==> config.mk <==
export PLATFORM = sky130hd
export DESIGN_NAME = led_output_device
export DESIGN_NICKNAME = d
export VERILOG_FILES = /design/src/rtl/led_output_device_pkg.sv /design/src/rtl/led_output_device_sync_fifo.sv /design/src/rtl/led_output_device.sv
export SDC_FILE = /design/constraint.sdc
export NUM_CORES = 1
export LEC_CHECK = 0
export ABC_AREA = 0
export CORE_MARGIN = 1
export CORE_UTILIZATION = 30
export DETAILED_ROUTE_END_ITERATION = 6
export GPL_ROUTABILITY_DRIVEN = 0
export HOLD_SLACK_MARGIN = 0.12
export PLACE_DENSITY_LB_ADDON = 0.2
export SLEW_MARGIN = 25
export SYNTH_ARGS = -nofsm -noshare
export SYNTH_HDL_FRONTEND = slang
export SYNTH_SLANG_ARGS = --single-unit
==> constraint.sdc <==
create_clock -name clk -period 5.84 [get_ports clk]
set_input_delay 0.876 -clock clk [delete_from_list [all_inputs] [get_ports clk]]
set_output_delay 0.876 -clock clk [all_outputs]
set_load 0.005 [all_outputs]
==> src/rtl/led_output_device_pkg.sv <==
`default_nettype none
// +--------------------------------------------------------------------------+
// | Module   : led_output_device_pkg                                         |
// | Purpose  : Shared I/O device definitions. CTRL register bit positions    |
// |            common to the switch, key and LED devices, plus a helper that |
// |            assembles a CTRL read word from its live/stored status bits.  |
// | Ports    : none (package)                                                |
// | Revision : 1.0  initial release                                          |
// +--------------------------------------------------------------------------+
package led_output_device_pkg;

  localparam int READY_BIT   = 0;
  localparam int EMPTY_BIT   = 1;
  localparam int OVERRUN_BIT = 2;
  localparam int IE_BIT      = 8;

  typedef struct packed {
    logic ie;
    logic overrun;
    logic empty;
    logic ready;
  } ctrl_status_t;

  // Builds the 32-bit CTRL read word; undefined bits read as zero.
  function automatic logic [31:0] pack_ctrl(input ctrl_status_t s);
    logic [31:0] w;
    w              = '0;
    w[READY_BIT]   = s.ready;
    w[EMPTY_BIT]   = s.empty;
    w[OVERRUN_BIT] = s.overrun;
    w[IE_BIT]      = s.ie;
    return w;
  endfunction

endpackage
`default_nettype wire

==> src/rtl/led_output_device_sync_fifo.sv <==
`default_nettype none
// +--------------------------------------------------------------------------+
// | Module   : led_output_device_sync_fifo                                   |
// | Purpose  : Small synchronous FIFO with a combinational head. A pop takes |
// |            effect on the same edge as it is requested; a push while full |
// |            is accepted when a pop happens in the same cycle.             |
// | Ports    : clk, reset (sync, active-high), push, pop, din[WIDTH],        |
// |            head[WIDTH], full, empty                                      |
// | Revision : 1.0  initial release                                          |
// +--------------------------------------------------------------------------+
module led_output_device_sync_fifo #(
  parameter int WIDTH = 10,
  parameter int DEPTH = 4
) (
  input  logic             clk,
  input  logic             reset,
  input  logic             push,
  input  logic             pop,
  input  logic [WIDTH-1:0] din,
  output logic [WIDTH-1:0] head,
  output logic             full,
  output logic             empty
);

  localparam int AW = $clog2(DEPTH);

  logic [WIDTH-1:0] mem [DEPTH];
  logic [AW-1:0]    rd_ptr;
  logic [AW-1:0]    wr_ptr;
  // One extra bit so that DEPTH (full) is distinct from 0 (empty).
  logic [AW:0]      count;
  logic             do_push;
  logic             do_pop;

  assign empty   = (count == '0);
  assign full    = (count == (AW+1)'(DEPTH));
  assign do_pop  = pop & ~empty;
  // When full, the slot being written is the one the simultaneous pop frees.
  assign do_push = push & (~full | do_pop);
  assign head    = mem[rd_ptr];

  // Storage needs no reset: entries are only visible between push and pop.
  always_ff @(posedge clk) begin
    if (do_push) begin
      mem[wr_ptr] <= din;
    end
  end

  always_ff @(posedge clk) begin
    if (reset) begin
      rd_ptr <= '0;
      wr_ptr <= '0;
      count  <= '0;
    end else begin
      if (do_push) begin
        wr_ptr <= wr_ptr + AW'(1);
      end
      if (do_pop) begin
        rd_ptr <= rd_ptr + AW'(1);
      end
      unique case ({do_push, do_pop})
        2'b10:   count <= count + (AW+1)'(1);
        2'b01:   count <= count - (AW+1)'(1);
        default: count <= count;
      endcase
    end
  end

endmodule
`default_nettype wire

==> src/rtl/led_output_device.sv <==
`default_nettype none
// +--------------------------------------------------------------------------+
// | Module   : led_output_device                                             |
// | Purpose  : Memory-mapped LED output peripheral. Patterns written to the  |
// |            DATA address are queued and shown on ledr one per PACE_TIME   |
// |            cycles. CTRL exposes ready/empty/overrun and interrupt enable.|
// | Ports    : clk, reset (sync, active-high), we, re, memAddr[BITS],        |
// |            dataBusIn[BITS], dataBusOut[BITS] (comb), ledr[LED_WIDTH]     |
// |            (registered), intr (IE & ready)                               |
// | Revision : 1.0  initial release                                          |
// +--------------------------------------------------------------------------+
module led_output_device
  import led_output_device_pkg::*;
#(
  parameter int              LED_WIDTH  = 10,
  parameter int              BITS       = 32,
  parameter logic [BITS-1:0] BASE       = 32'hF0000004,
  parameter logic [BITS-1:0] CTRL_BASE  = 32'hF0000104,
  parameter int              FIFO_DEPTH = 4,
  parameter int              PACE_TIME  = 1000
) (
  input  logic                 clk,
  input  logic                 reset,
  input  logic                 we,
  input  logic                 re,
  input  logic [BITS-1:0]      memAddr,
  input  logic [BITS-1:0]      dataBusIn,
  output logic [BITS-1:0]      dataBusOut,
  output logic [LED_WIDTH-1:0] ledr,
  output logic                 intr
);

  localparam int CW = $clog2(PACE_TIME);

  logic                 wr_data;
  logic                 wr_ctrl;
  logic                 rd_data;
  logic                 rd_ctrl;
  logic                 fifo_full;
  logic                 fifo_empty;
  logic                 fifo_pop;
  logic [LED_WIDTH-1:0] fifo_head;
  logic [CW-1:0]        pace_cnt;
  logic                 overrun;
  logic                 ie;
  ctrl_status_t         status;

  // Only the low LED bits and CTRL bits 2/8 of the write data are meaningful.
  logic unused_data_bits;
  assign unused_data_bits = &{1'b0, dataBusIn};

  assign wr_data = we & (memAddr == BASE);
  assign wr_ctrl = we & (memAddr == CTRL_BASE);
  assign rd_data = re & ~we & (memAddr == BASE);
  assign rd_ctrl = re & ~we & (memAddr == CTRL_BASE);

  assign fifo_pop = ~fifo_empty & (pace_cnt == '0);

  led_output_device_sync_fifo #(
    .WIDTH (LED_WIDTH),
    .DEPTH (FIFO_DEPTH)
  ) u_fifo (
    .clk   (clk),
    .reset (reset),
    .push  (wr_data),
    .pop   (fifo_pop),
    .din   (dataBusIn[LED_WIDTH-1:0]),
    .head  (fifo_head),
    .full  (fifo_full),
    .empty (fifo_empty)
  );

  always_ff @(posedge clk) begin
    if (reset) begin
      pace_cnt <= '0;
      ledr     <= '0;
    end else if (fifo_pop) begin
      ledr     <= fifo_head;
      pace_cnt <= CW'(PACE_TIME - 1);
    end else if (pace_cnt != '0) begin
      pace_cnt <= pace_cnt - CW'(1);
    end
  end

  // DATA and CTRL decode are mutually exclusive, so the two overrun updates
  // never collide.
  always_ff @(posedge clk) begin
    if (reset) begin
      overrun <= 1'b0;
      ie      <= 1'b0;
    end else begin
      if (wr_data & fifo_full & ~fifo_pop) begin
        overrun <= 1'b1;
      end else if (wr_ctrl) begin
        overrun <= overrun & dataBusIn[OVERRUN_BIT];
      end
      if (wr_ctrl) begin
        ie <= dataBusIn[IE_BIT];
      end
    end
  end

  assign status.ready   = ~fifo_full;
  assign status.empty   = fifo_empty;
  assign status.overrun = overrun;
  assign status.ie      = ie;

  assign intr = ie & ~fifo_full;

  always_comb begin
    dataBusOut = '0;
    if (rd_data) begin
      dataBusOut = BITS'(ledr);
    end else if (rd_ctrl) begin
      dataBusOut = BITS'(pack_ctrl(status));
    end
  end

endmodule
`default_nettype wire

==> flow_summary.yaml <==
setup_path:
  critPathRequiredTime_ns: 4.96
  critPathLaunch: "memAddr[9]"
  end_kind: "output pin"
  reg2reg_from: "pace_cnt[0]"
  cp.arrival_ns: 3.20
  crit_type: "primary input to output pin"
  worst_setup_path_start_kind: "primary input"
  cp_max_fo: 10
logic_synthesis:
  yosysUniqueCellTypes: 44
  synth_area_per_cell_um2: 11.9
  synth_seq_cells: 69
  synth_top_area_frac: 0.377
  synth_top_cell_by_area: "edfxtp_1"
  ys_top_cells_by_area: "edfxtp_1 38%, dfxtp_1 18%, mux4_2 7.1%"
  synthesis.instances: 267
  ys_async_sr_fraction: 0
  ys_warn_count: 0
  synth-edff-count: 40
  ys.flop_type: "edfxtp_1"
  ys_seq_area_frac: 0.559
  synthesis.area_mm2: 0.00319
cells_and_area:
  stdcell_area_mm2: 0.00406
  fin_nets: 410
  drive_above_1_share: 0.106
  area_growth_pct: 27.3
  fill_cells: 1017
  num_antenna_cells: 0
clock_tree:
  path_clk_slew_ns: 0.08
  root_buffer: "clkbuf_8"
  post_cts_resized: 0
  cts_setup_buffers: 0
  clkLatencyLatePin_ns: 0.34
  cts.sinks: 69
  cts-buffers-inserted: 9
  clk_path_buf_depth: 2
  holdBufCountCts: 0
  htree_num_levels: 3
  cts_tree: "done"
pwr:
  switching_share: 0.302
  irDropWorstVdd_uv: 161
  pwr-share-clk: 0.300
  p_switching_uw: 353
  combinationalPowerShare: 0.203
  p_int_uw: 816
  leakage_uw: 0.00136
  seqPwrFrac: 0.497
  power_uw: 1170
  powerDensity_mw_per_mm2: 288
route:
  routed-via-count: 2147
  drt-total-wl_mm: 6.52
  viasPerCell: 4.52
  drt_iter0_markers: 59
  antenna_left: 0
  firstDrtPassIters: 4
  wl_per_cell_um: 13.7
  post-route-drc-count: 0
sta:
  fin_crit_sh: 0.697
  skew_ns: 0.0122
  maxSlewHeadroom: 0.482
  timing.fmax_mhz: 246
  timing_hold_violations_final: 0
  slew_viol_final: 0
  holdWs_ns: 0.476
  min_period_ns: 4.07
  finalSetupViolations: 0
  tns_ns: 0
  worst_pin_slew_ns: 0.777
  rsz0062_at_grt: "no"
global_route:
  grt_pass1_vias: 2120
  grt_first_pass_wirelength_mm: 10.7
  antenna_found_initial: 0
  grtUsageTotal: 0.127
  grt_overflow: 0
  grt_start_max_net_pins: 30
placement:
  dpl-instance-area_mm2: 0.00388
  io_buffers: 66
  hpwl_mm: 4.68
die:
  core_area_mm2: 0.0103
  dieWidth_um: 105
  fp-row-count: 37
  start_util: 0.309
  ios: 111
  dieArea_mm2: 0.0110
  die_h_um: 105
worst_hold_path:
  hold_class: "register to register"
  min-delay-start: "ledr[3]"
run_status:
  status: "finished, final reports clean"
run:
  drv_cap: 0
-- Yosys cell counts (5+ instances only) --
library cell	instances
dfxtp_1	29
nand2_1	25
mux4_2	10
edfxtp_1	40
ha_1	7
a211oi_1	8
inv_1	10
and2_1	8
nor4_1	7
nor3_1	5
nor2_1	13
buf_4	22
a21oi_1	18
clkbuf_1	6
-- sequential cells by signal (all words and copies together) (netlist names) --
name           count
ie                 1
u_fifo.mem        40
u_fifo.wr_ptr      2
u_fifo.rd_ptr      2
ledr              10
overrun            1
u_fifo.count       3
pace_cnt          10
-- critical path: stages --
cell             delay, ns
clkdlybuf4s50_1       0.40
nor4b_1               0.31
nand4_1               0.24
nor2_1                0.18
and4_1                0.45
a22o_1                0.22
clkdlybuf4s50_1       0.51
-- cell type report --
class | instances | area, um2 | share of cell area
Timing Repair Buffer | 66 | 656 | 0.162
Clock buffer | 9 | 124 | 0.0305
Inverter | 11 | 42.5 | 0.0105
Tap cell | 136 | 170 | 0.0419
Multi-Input combinational cell | 177 | 1230 | 0.302
Clock inverter | 7 | 56.3 | 0.0139
Sequential cell | 69 | 1780 | 0.439
-- path summary, 6_finish.rpt --
| kind | end | slack (ns) | cells after the start |
|---|---|---|---|
| max | dataBusOut[2] | 1.77 | 7 |
| max reg2reg | u_fifo.count[2] | 2.85 | 13 |
| min | ledr[3] | 0.48 | 2 |
| min reg2reg | ledr[3] | 0.48 | 2 |
-- placed cells by master (no fill, tap or decap), types with 2 or more instances in the layout --
cell type,n
inv_1,10
nand2b_1,2
and3_1,4
nand3_1,4
dfxtp_1,29
nand2_1,25
a22o_1,4
conb_1,22
nor2b_1,2
nor3_1,5
nor4_1,7
edfxtp_1,40
and2_1,8
clkdlybuf4s50_1,65
nand3_2,2
clkbuf_8,9
a21oi_1,18
or3_1,3
nor4b_1,3
xnor2_1,2
nor2_1,13
inv_6,3
a211oi_1,8
o21ai_0,4
o21a_1,2
nand4_1,2
a31oi_1,2
clkinv_4,2
clkinv_2,2
nor3_2,2
xor2_1,4
and4_1,2
mux4_2,10
ha_1,7
-- power groups by stage --
stage | Clock (uW) | Combinational (uW) | Sequential [uW]
6_report | 351 | 237 | 582
5_1_grt | 383 | 275 | 588
4_1_cts | 362 | 241 | 581
3_5_place_dp | 0 | 239 | 592
3_3_place_gp | 0 | 234 | 591
2_1_floorplan | 0 | 197 | 579
-- layer usage --
layer	up-vias	part of all wire	GRT usage
met5	-	0	0
met4	0	0.010	0.0322
met3	8	0.041	0.0449
met2	49	0.49	0.207
met1	1020	0.46	0.160
li1	1070	-	-
-- cells by family after synthesis --
kind of cell / Yosys count / synth area share
AOI/OAI and AO/OA: 41 / 0.0809
buffers and inverters: 42 / 0.0809
xor gates and xnor gates: 6 / 0.0165
DFF: 69 / 0.559
other: 1 / 0.00118
muxes: 10 / 0.0707
adders and majority gates: 8 / 0.0338
and+or+nand+nor: 90 / 0.157
-- metrics by stage --
step	cells	setup WS (ns)	utilization
after floorplan	288	2.90	-
after global placement	459	1.72	0.376
after detailed placement	459	1.70	0.376
after CTS	475	1.70	0.393
after global routing	475	1.54	0.393
final	475	1.77	0.393
(Power assumes the default switching activity.)
